File: src/rtl/ysyx_23060332_ctrl.sv
// ysyx_23060332_ctrl: multi-cycle instruction sequencer for the NPC core.
// Each instruction is stepped through FETCH -> EXEC -> [MEM] -> WB. The fetched
// instruction is latched on inst_o and held stable for decode/execute.
// Register-file writes and PC updates happen only in the single WB cycle.
//
// Ports:
//   clk, rst_n      core clock, asynchronous active-low reset
//   pc              current PC, also the fetch address
//   ifu_req_valid   fetch request (held until ifu_rsp_valid)
//   ifu_rsp_valid   fetch data valid; inst_rdata carries the instruction
//   inst_o          latched instruction for idu/exu
//   reg_wen_i       exu write enable
//   jump_en_i       exu jump taken
//   jump_addr_i     exu jump target
//   lsu_req_valid   memory request (dropped once lsu_req_ready is seen)
//   lsu_req_ready   LSU accepted the request
//   lsu_rsp_valid   LSU access complete
//   reg_wen_o       gated register-file write enable (WB only, never for stores)
//   commit          one-cycle retire pulse
//   instret         retired-instruction counter
//   halted          sticky halt flag (ebreak or watchdog)
//   err             sticky watchdog error
//
// Optional feature macro: CTRL_TIMEOUT_EN enables a wait watchdog on FETCH and
// MEM. Without it err is tied low and waits are unbounded.
module ysyx_23060332_ctrl #(
  parameter int unsigned     XLEN           = 32,
  parameter logic [XLEN-1:0] RESET_PC       = 32'h8000_0000,
  parameter int unsigned     TIMEOUT_CYCLES = 255
) (
  input  logic            clk,
  input  logic            rst_n,
  output logic [XLEN-1:0] pc,
  output logic            ifu_req_valid,
  input  logic            ifu_rsp_valid,
  input  logic [31:0]     inst_rdata,
  output logic [31:0]     inst_o,
  input  logic            reg_wen_i,
  input  logic            jump_en_i,
  input  logic [XLEN-1:0] jump_addr_i,
  output logic            lsu_req_valid,
  input  logic            lsu_req_ready,
  input  logic            lsu_rsp_valid,
  output logic            reg_wen_o,
  output logic            commit,
  output logic [31:0]     instret,
  output logic            halted,
  output logic            err
);

  localparam logic [31:0] NOP    = 32'h0000_0013;
  localparam logic [31:0] EBREAK = 32'h0010_0073;
  localparam logic [6:0]  OP_LOAD  = 7'b0000011;
  localparam logic [6:0]  OP_STORE = 7'b0100011;

  typedef enum logic [2:0] {
    IDLE,
    FETCH,
    EXEC,
    MEM,
    WB,
    HALT
  } state_t;

  state_t          state, state_nxt;
  logic [XLEN-1:0] pc_q;
  logic [31:0]     inst_q;
  logic [31:0]     instret_q;
  logic            lsu_acc_q;
  logic            is_load, is_store, is_ebreak;
  logic            lsu_fire, lsu_done;
  logic            timeout;

  assign is_load   = (inst_q[6:0] == OP_LOAD);
  assign is_store  = (inst_q[6:0] == OP_STORE);
  assign is_ebreak = (inst_q == EBREAK);

  // A response only counts once the request has been accepted, either in an
  // earlier cycle or in this very cycle.
  assign lsu_fire = lsu_req_valid && lsu_req_ready;
  assign lsu_done = (lsu_acc_q || lsu_fire) && lsu_rsp_valid;

`ifdef CTRL_TIMEOUT_EN
  localparam int unsigned TW = $clog2(TIMEOUT_CYCLES + 1);
  logic [TW-1:0] wait_cnt;
  logic          err_q;

  // Counter is zero on the first cycle of FETCH/MEM; the last allowed waiting
  // cycle is the one where it reads TIMEOUT_CYCLES-1.
  assign timeout = (wait_cnt == TW'(TIMEOUT_CYCLES - 1));

  always_ff @(posedge clk or negedge rst_n) begin
    if (!rst_n) begin
      wait_cnt <= '0;
      err_q    <= 1'b0;
    end else begin
      if (state != FETCH && state != MEM) wait_cnt <= '0;
      else                                wait_cnt <= wait_cnt + 1'b1;
      if ((state == FETCH && !ifu_rsp_valid && timeout) ||
          (state == MEM && !lsu_done && timeout))
        err_q <= 1'b1;
    end
  end

  assign err = err_q;
`else
  assign timeout = 1'b0;
  assign err     = 1'b0;
`endif

  always_comb begin
    state_nxt     = state;
    ifu_req_valid = 1'b0;
    lsu_req_valid = 1'b0;
    commit        = 1'b0;
    reg_wen_o     = 1'b0;
    unique case (state)
      IDLE:  state_nxt = FETCH;
      FETCH: begin
        ifu_req_valid = 1'b1;
        if (ifu_rsp_valid) state_nxt = EXEC;
        else if (timeout)  state_nxt = HALT;
      end
      EXEC: begin
        if (is_ebreak)                state_nxt = HALT;
        else if (is_load || is_store) state_nxt = MEM;
        else                          state_nxt = WB;
      end
      MEM: begin
        lsu_req_valid = !lsu_acc_q;
        if (lsu_done)     state_nxt = WB;
        else if (timeout) state_nxt = HALT;
      end
      WB: begin
        commit    = 1'b1;
        reg_wen_o = reg_wen_i && !is_store;
        state_nxt = FETCH;
      end
      HALT:    state_nxt = HALT;
      default: state_nxt = IDLE;
    endcase
  end

  always_ff @(posedge clk or negedge rst_n) begin
    if (!rst_n) begin
      state     <= IDLE;
      pc_q      <= RESET_PC;
      inst_q    <= NOP;
      instret_q <= '0;
      lsu_acc_q <= 1'b0;
    end else begin
      state <= state_nxt;
      if (state == FETCH && ifu_rsp_valid) inst_q <= inst_rdata;
      if (state != MEM)  lsu_acc_q <= 1'b0;
      else if (lsu_fire) lsu_acc_q <= 1'b1;
      if (state == WB) begin
        pc_q      <= jump_en_i ? (jump_addr_i & ~XLEN'(1)) : pc_q + XLEN'(4);
        instret_q <= instret_q + 32'd1;
      end
    end
  end

  assign pc      = pc_q;
  assign inst_o  = inst_q;
  assign instret = instret_q;
  assign halted  = (state == HALT);

endmodule
File: config.mk
export PLATFORM = sky130hd
export DESIGN_NAME = ysyx_23060332_ctrl
export DESIGN_NICKNAME = d
export VERILOG_FILES = /design/src/rtl/ysyx_23060332_ctrl.sv
export SDC_FILE = /design/constraint.sdc
export NUM_CORES = 1
export LEC_CHECK = 0
export ABC_AREA = 1
export CAP_MARGIN = 5
export CORE_ASPECT_RATIO = 1.4
export CORE_MARGIN = 4
export CORE_UTILIZATION = 49
export CTS_CLUSTER_SIZE = 40
export DETAILED_ROUTE_END_ITERATION = 8
export HOLD_SLACK_MARGIN = 0.05
export PLACE_DENSITY_LB_ADDON = 0.25
export SLEW_MARGIN = 5
export SYNTH_ARGS = -nofsm -noshare
export SYNTH_HDL_FRONTEND = slang
export SYNTH_SLANG_ARGS = --single-unit
File: constraint.sdc
create_clock -name clk -period 3.5 [get_ports clk]
set_input_delay 0.525 -clock clk [delete_from_list [all_inputs] [get_ports clk]]
set_output_delay 0.525 -clock clk [all_outputs]
set_load 0.05 [all_outputs]
==> PnR_summary.wiki <==
{| class="wikitable"
! Metric !! Value
|-
| Run status || finished clean
|-
| Proportion of layout cells with a drive suffix above 1 || about 5.5%
|-
| Clock network fraction of total power || about 14%
|-
| Number of buffer cells added on primary ports || 169
|-
| Worst Setup End Kind || primary output
|-
| Part of the Yosys area used for sequential elements || between 40% and 50%
|-
| Initial cell density of the core || approximately half
|-
| Max Root-Sink Buffers || 2
|-
| Power Density || roughly 840 nW/um^2
|-
| Overflow left after global routing || 0
|-
| Count of final setup violators || 0
|-
| Max Clock Freq || slightly below 400 MHz
|-
| Final Slew Violations || 0
|-
| Total global-route track usage || between 20% and 30%
|-
| Share of the clock period used by the worst path || between 70 and 80%
|-
| Switch Pwr || roughly 0.0033 W
|-
| Number of buffers added by the clock tree synthesis step || 9
|-
| Filler Cells Inserted || approximately 960
|-
| Synth Area in Compound Gates || under 10%
|-
| 1st-iter DRT viols || about 200
|-
| Most common cell after layout, fill and taps aside || sky130_fd_sc_hd__nand2_1
|-
| Worst Clk Skew || about 9.5 ps
|-
| Clock sink total || between 90 and 100
|-
| Number of setup buffers added after CTS || 0
|-
| Clock tree root buffer cell || sky130_fd_sc_hd__clkbuf_16
|-
| Number of global-route vias before repair || approximately 5300
|-
| Min Clock Period, post-route || around 2600 ps
|-
| Flops & latches, synth || 99
|-
| Die outline area || around 13000 sq um
|-
| Fraction of power spent switching nets || 50.2%
|-
| Diodes inserted || 0
|-
| Most used cells in the layout excluding fill and tap cells || sky130_fd_sc_hd__nand2_1 (287), sky130_fd_sc_hd__clkdlybuf4s50_1 (166), sky130_fd_sc_hd__nor2_1 (116)
|-
| Timing endpoint of the critical path || halted
|-
| Classification of the worst setup path || reg -> out
|-
| Routed wire per std cell || approximately 14 um
|-
| Total wire length || approximately 16 mm
|-
| Share of cell area taken by muxes after synthesis || under 10%
|-
| Startpoint of the most critical register-to-register path || state[1]
|-
| Leakage power figure || between 3 and 4 nW
|-
| Initial antenna violation count || 0
|-
| Top_reg_cell synth || sky130_fd_sc_hd__dfrtp_1
|-
| Layout Cell Area excl Fill || 7770 sq um
|-
| Main combinational cell family by area after synthesis || simple AND/OR/NAND/NOR gates
|-
| Worst-path maximum fanout || 6
|-
| TritonRoute pass-1 iters || 6
|-
| Clock latency on the worst-skew pair || ~350 ps
|-
| Post-synthesis share of cell area spent on and, or, nand and nor gates || 36.2%
|-
| Signal arrival time at the worst endpoint || around 2100 ps
|-
| Wire length of the first global-routing pass || roughly 26 mm
|-
| Number of library cell types mapped by synthesis || 36
|-
| Adder and majority cell fraction of the synthesized area || less than 1%
|-
| Min-Delay Path Class || in -> async
|-
| Depth of the most critical reg-to-reg path || 7
|-
| Top-Level Pins || between 150 and 200
|-
| Int Power || 0.00325 W
|-
| Cells after Synth || between 700 and 800
|-
| Post_cts resized || 0
|-
| Synthesized cell area || 5710 sq um
|-
| Area post-placement || around 7500 sq um
|-
| Floorplan row count || 46
|-
| Area delta synth->final || 36.1%
|-
| Die outline height || around 140 um
|-
| Worst reg2reg path endpoint || instret[7]
|-
| Final hold violations || 0
|-
| Slew headroom || between 40% and 50%
|-
| Final nets || ~1000
|-
| Gpl congestion || around 0.90
|-
| Max capacitance violation total || 0
|-
| Dpl hpwl || 12.2 mm
|-
| Hold_buf cts || 0
|-
| Clock-pin transition on the worst setup and hold timing paths || 70 ps
|-
| Post-route total power || 0.00652 W
|-
| Xor/xnor share of the synthesized area || 3.22%
|-
| DRC violations left || 0
|-
| RSZ-0062 raised after global routing || no
|-
| Startpoint type of the worst setup path || flop
|-
| Sequential power share || just over 30%
|-
| Average cell area after synthesis || 7.30 sq um
|-
| Setup slack of the most critical reg-to-reg path || 1280 ps
|-
| Vias per Instance || between 5 and 6
|-
| Clock tree from TritonCTS || done
|-
| Core utilization of the finished layout || 68.5%
|-
| Via total after detailed routing || about 5500
|-
| H-tree levels || 3
|-
| Core Box Area || roughly 11000 sq um
|-
| Async SR Flop Fraction || 100%
|-
| Maximum VDD drop || between 600 and 700 uV
|-
| Largest net degree at the start of global routing || 68
|-
| Sum Neg Setup Slack || 0 ps
|-
| Overall die width || between 90 and 100 um
|-
| Slew at the pin closest to its max-slew limit || about 880 ps
|-
| Count of warnings emitted by yosys || 0
|-
| Post-synth EDFFs || 0
|-
| Combinational power share || 54.8%
|-
| WP data required || 2970 ps
|-
| Source of the critical timing path || state[2]
|-
| Remaining antenna violation count || 0
|}
==> routing by layer <==
layer	GRT usage, %	wire length [um]	up-vias
met5	0	0	-
met4	11.8	547	0
met3	4.07	831	36
met2	42.2	8270	183
met1	28.3	6270	2532
li1	-	-	2786
==> power by group through the flow <==
| stage | Clock [W] | Combinational (W) | Sequential [W] |
|---|---|---|---|
| floorplan | 0 | 0.00109 | 0.00330 |
| global placement | 0 | 0.00355 | 0.00203 |
| detailed placement | 0 | 0.00359 | 0.00204 |
| CTS | 0.000936 | 0.00360 | 0.00203 |
| global route | 0.000987 | 0.00380 | 0.00211 |
| finish | 0.000914 | 0.00357 | 0.00203 |
==> area by class of cell <==
type	instances	area (sq um)	share of cell area [%]
tap	144	180	2.32
clock inverter	6	42.5	0.548
inverter	79	297	3.82
sequential	99	2480	32.0
timing repair buffer	173	1710	22.1
multi-input combinational	588	2830	36.4
clock buffer	9	225	2.90
==> sequential cells by signal, indices dropped and copies added, names as in the netlist <==
| signal | flops |
|---|---|
| instret | 32 |
| inst_o | 32 |
| pc | 31 |
| lsu_acc_q | 1 |
| state | 3 |
==> stage by stage <==
step                      std cells  setup WS (ps)  hold WS, ps
after floorplan                 783            962          229
after global placement         1083            716          461
after detailed placement       1083            607          471
after CTS                      1098            885          323
after global routing           1098            793          379
final                          1098            908          277
==> worst min path at each step <==
stage / start / slack (ps) / end / depth (start not counted)
4_1_cts: rst_n / 320 / inst_o[15] / 1
5_1_grt: rst_n / 380 / inst_o[15] / 1
3_3_place_gp: pc[1] / 460 / pc[1] / 2
2_1_floorplan: rst_n / 230 / inst_o[10] / 0
3_5_place_dp: pc[1] / 470 / pc[1] / 2
6_report: rst_n / 280 / inst_o[15] / 1
==> synth_stat cells (3+ instances only) <==
cell / count / area share (%)
sky130_fd_sc_hd__nor3_1: 9 / 0.79
sky130_fd_sc_hd__buf_4: 5 / 0.66
sky130_fd_sc_hd__nor2_2: 8 / 0.88
sky130_fd_sc_hd__dfrtp_1: 95 / 42
sky130_fd_sc_hd__nor2_1: 116 / 7.6
sky130_fd_sc_hd__mux2_1: 20 / 3.9
sky130_fd_sc_hd__o22ai_1: 3 / 0.33
sky130_fd_sc_hd__mux2_2: 6 / 1.2
sky130_fd_sc_hd__xor2_1: 10 / 1.5
sky130_fd_sc_hd__inv_1: 76 / 5.0
sky130_fd_sc_hd__inv_2: 3 / 0.20
sky130_fd_sc_hd__a21oi_1: 16 / 1.4
sky130_fd_sc_hd__buf_2: 6 / 0.53
sky130_fd_sc_hd__nand3_1: 47 / 4.1
sky130_fd_sc_hd__nor2_4: 3 / 0.59
sky130_fd_sc_hd__clkbuf_1: 4 / 0.26
sky130_fd_sc_hd__dfstp_2: 4 / 1.8
sky130_fd_sc_hd__nand3b_1: 13 / 1.7
sky130_fd_sc_hd__nand2_1: 287 / 19
sky130_fd_sc_hd__nand4_1: 7 / 0.77
sky130_fd_sc_hd__o21ai_0: 14 / 1.2
sky130_fd_sc_hd__xnor2_1: 11 / 1.7
==> cell families (layout without fill, tap and decap cells) <==
group / after synthesis / count (layout)
buffers and inverters: 96 / 267
AOI/OAI and AO/OA: 40 / 40
muxes: 28 / 28
and+or+nand+nor: 495 / 495
other: 1 / 2
adders and majority gates: 2 / 2
DFF: 99 / 99
xor gates and xnor gates: 21 / 21
==> worst max-delay path, cell delays in order (launching register included) <==
cell	delay, ps
sky130_fd_sc_hd__dfrtp_1	500
sky130_fd_sc_hd__inv_2	80
sky130_fd_sc_hd__nor3_1	280
sky130_fd_sc_hd__clkdlybuf4s50_1	880
No activity file was read; power rests on OpenSTA's default activity.
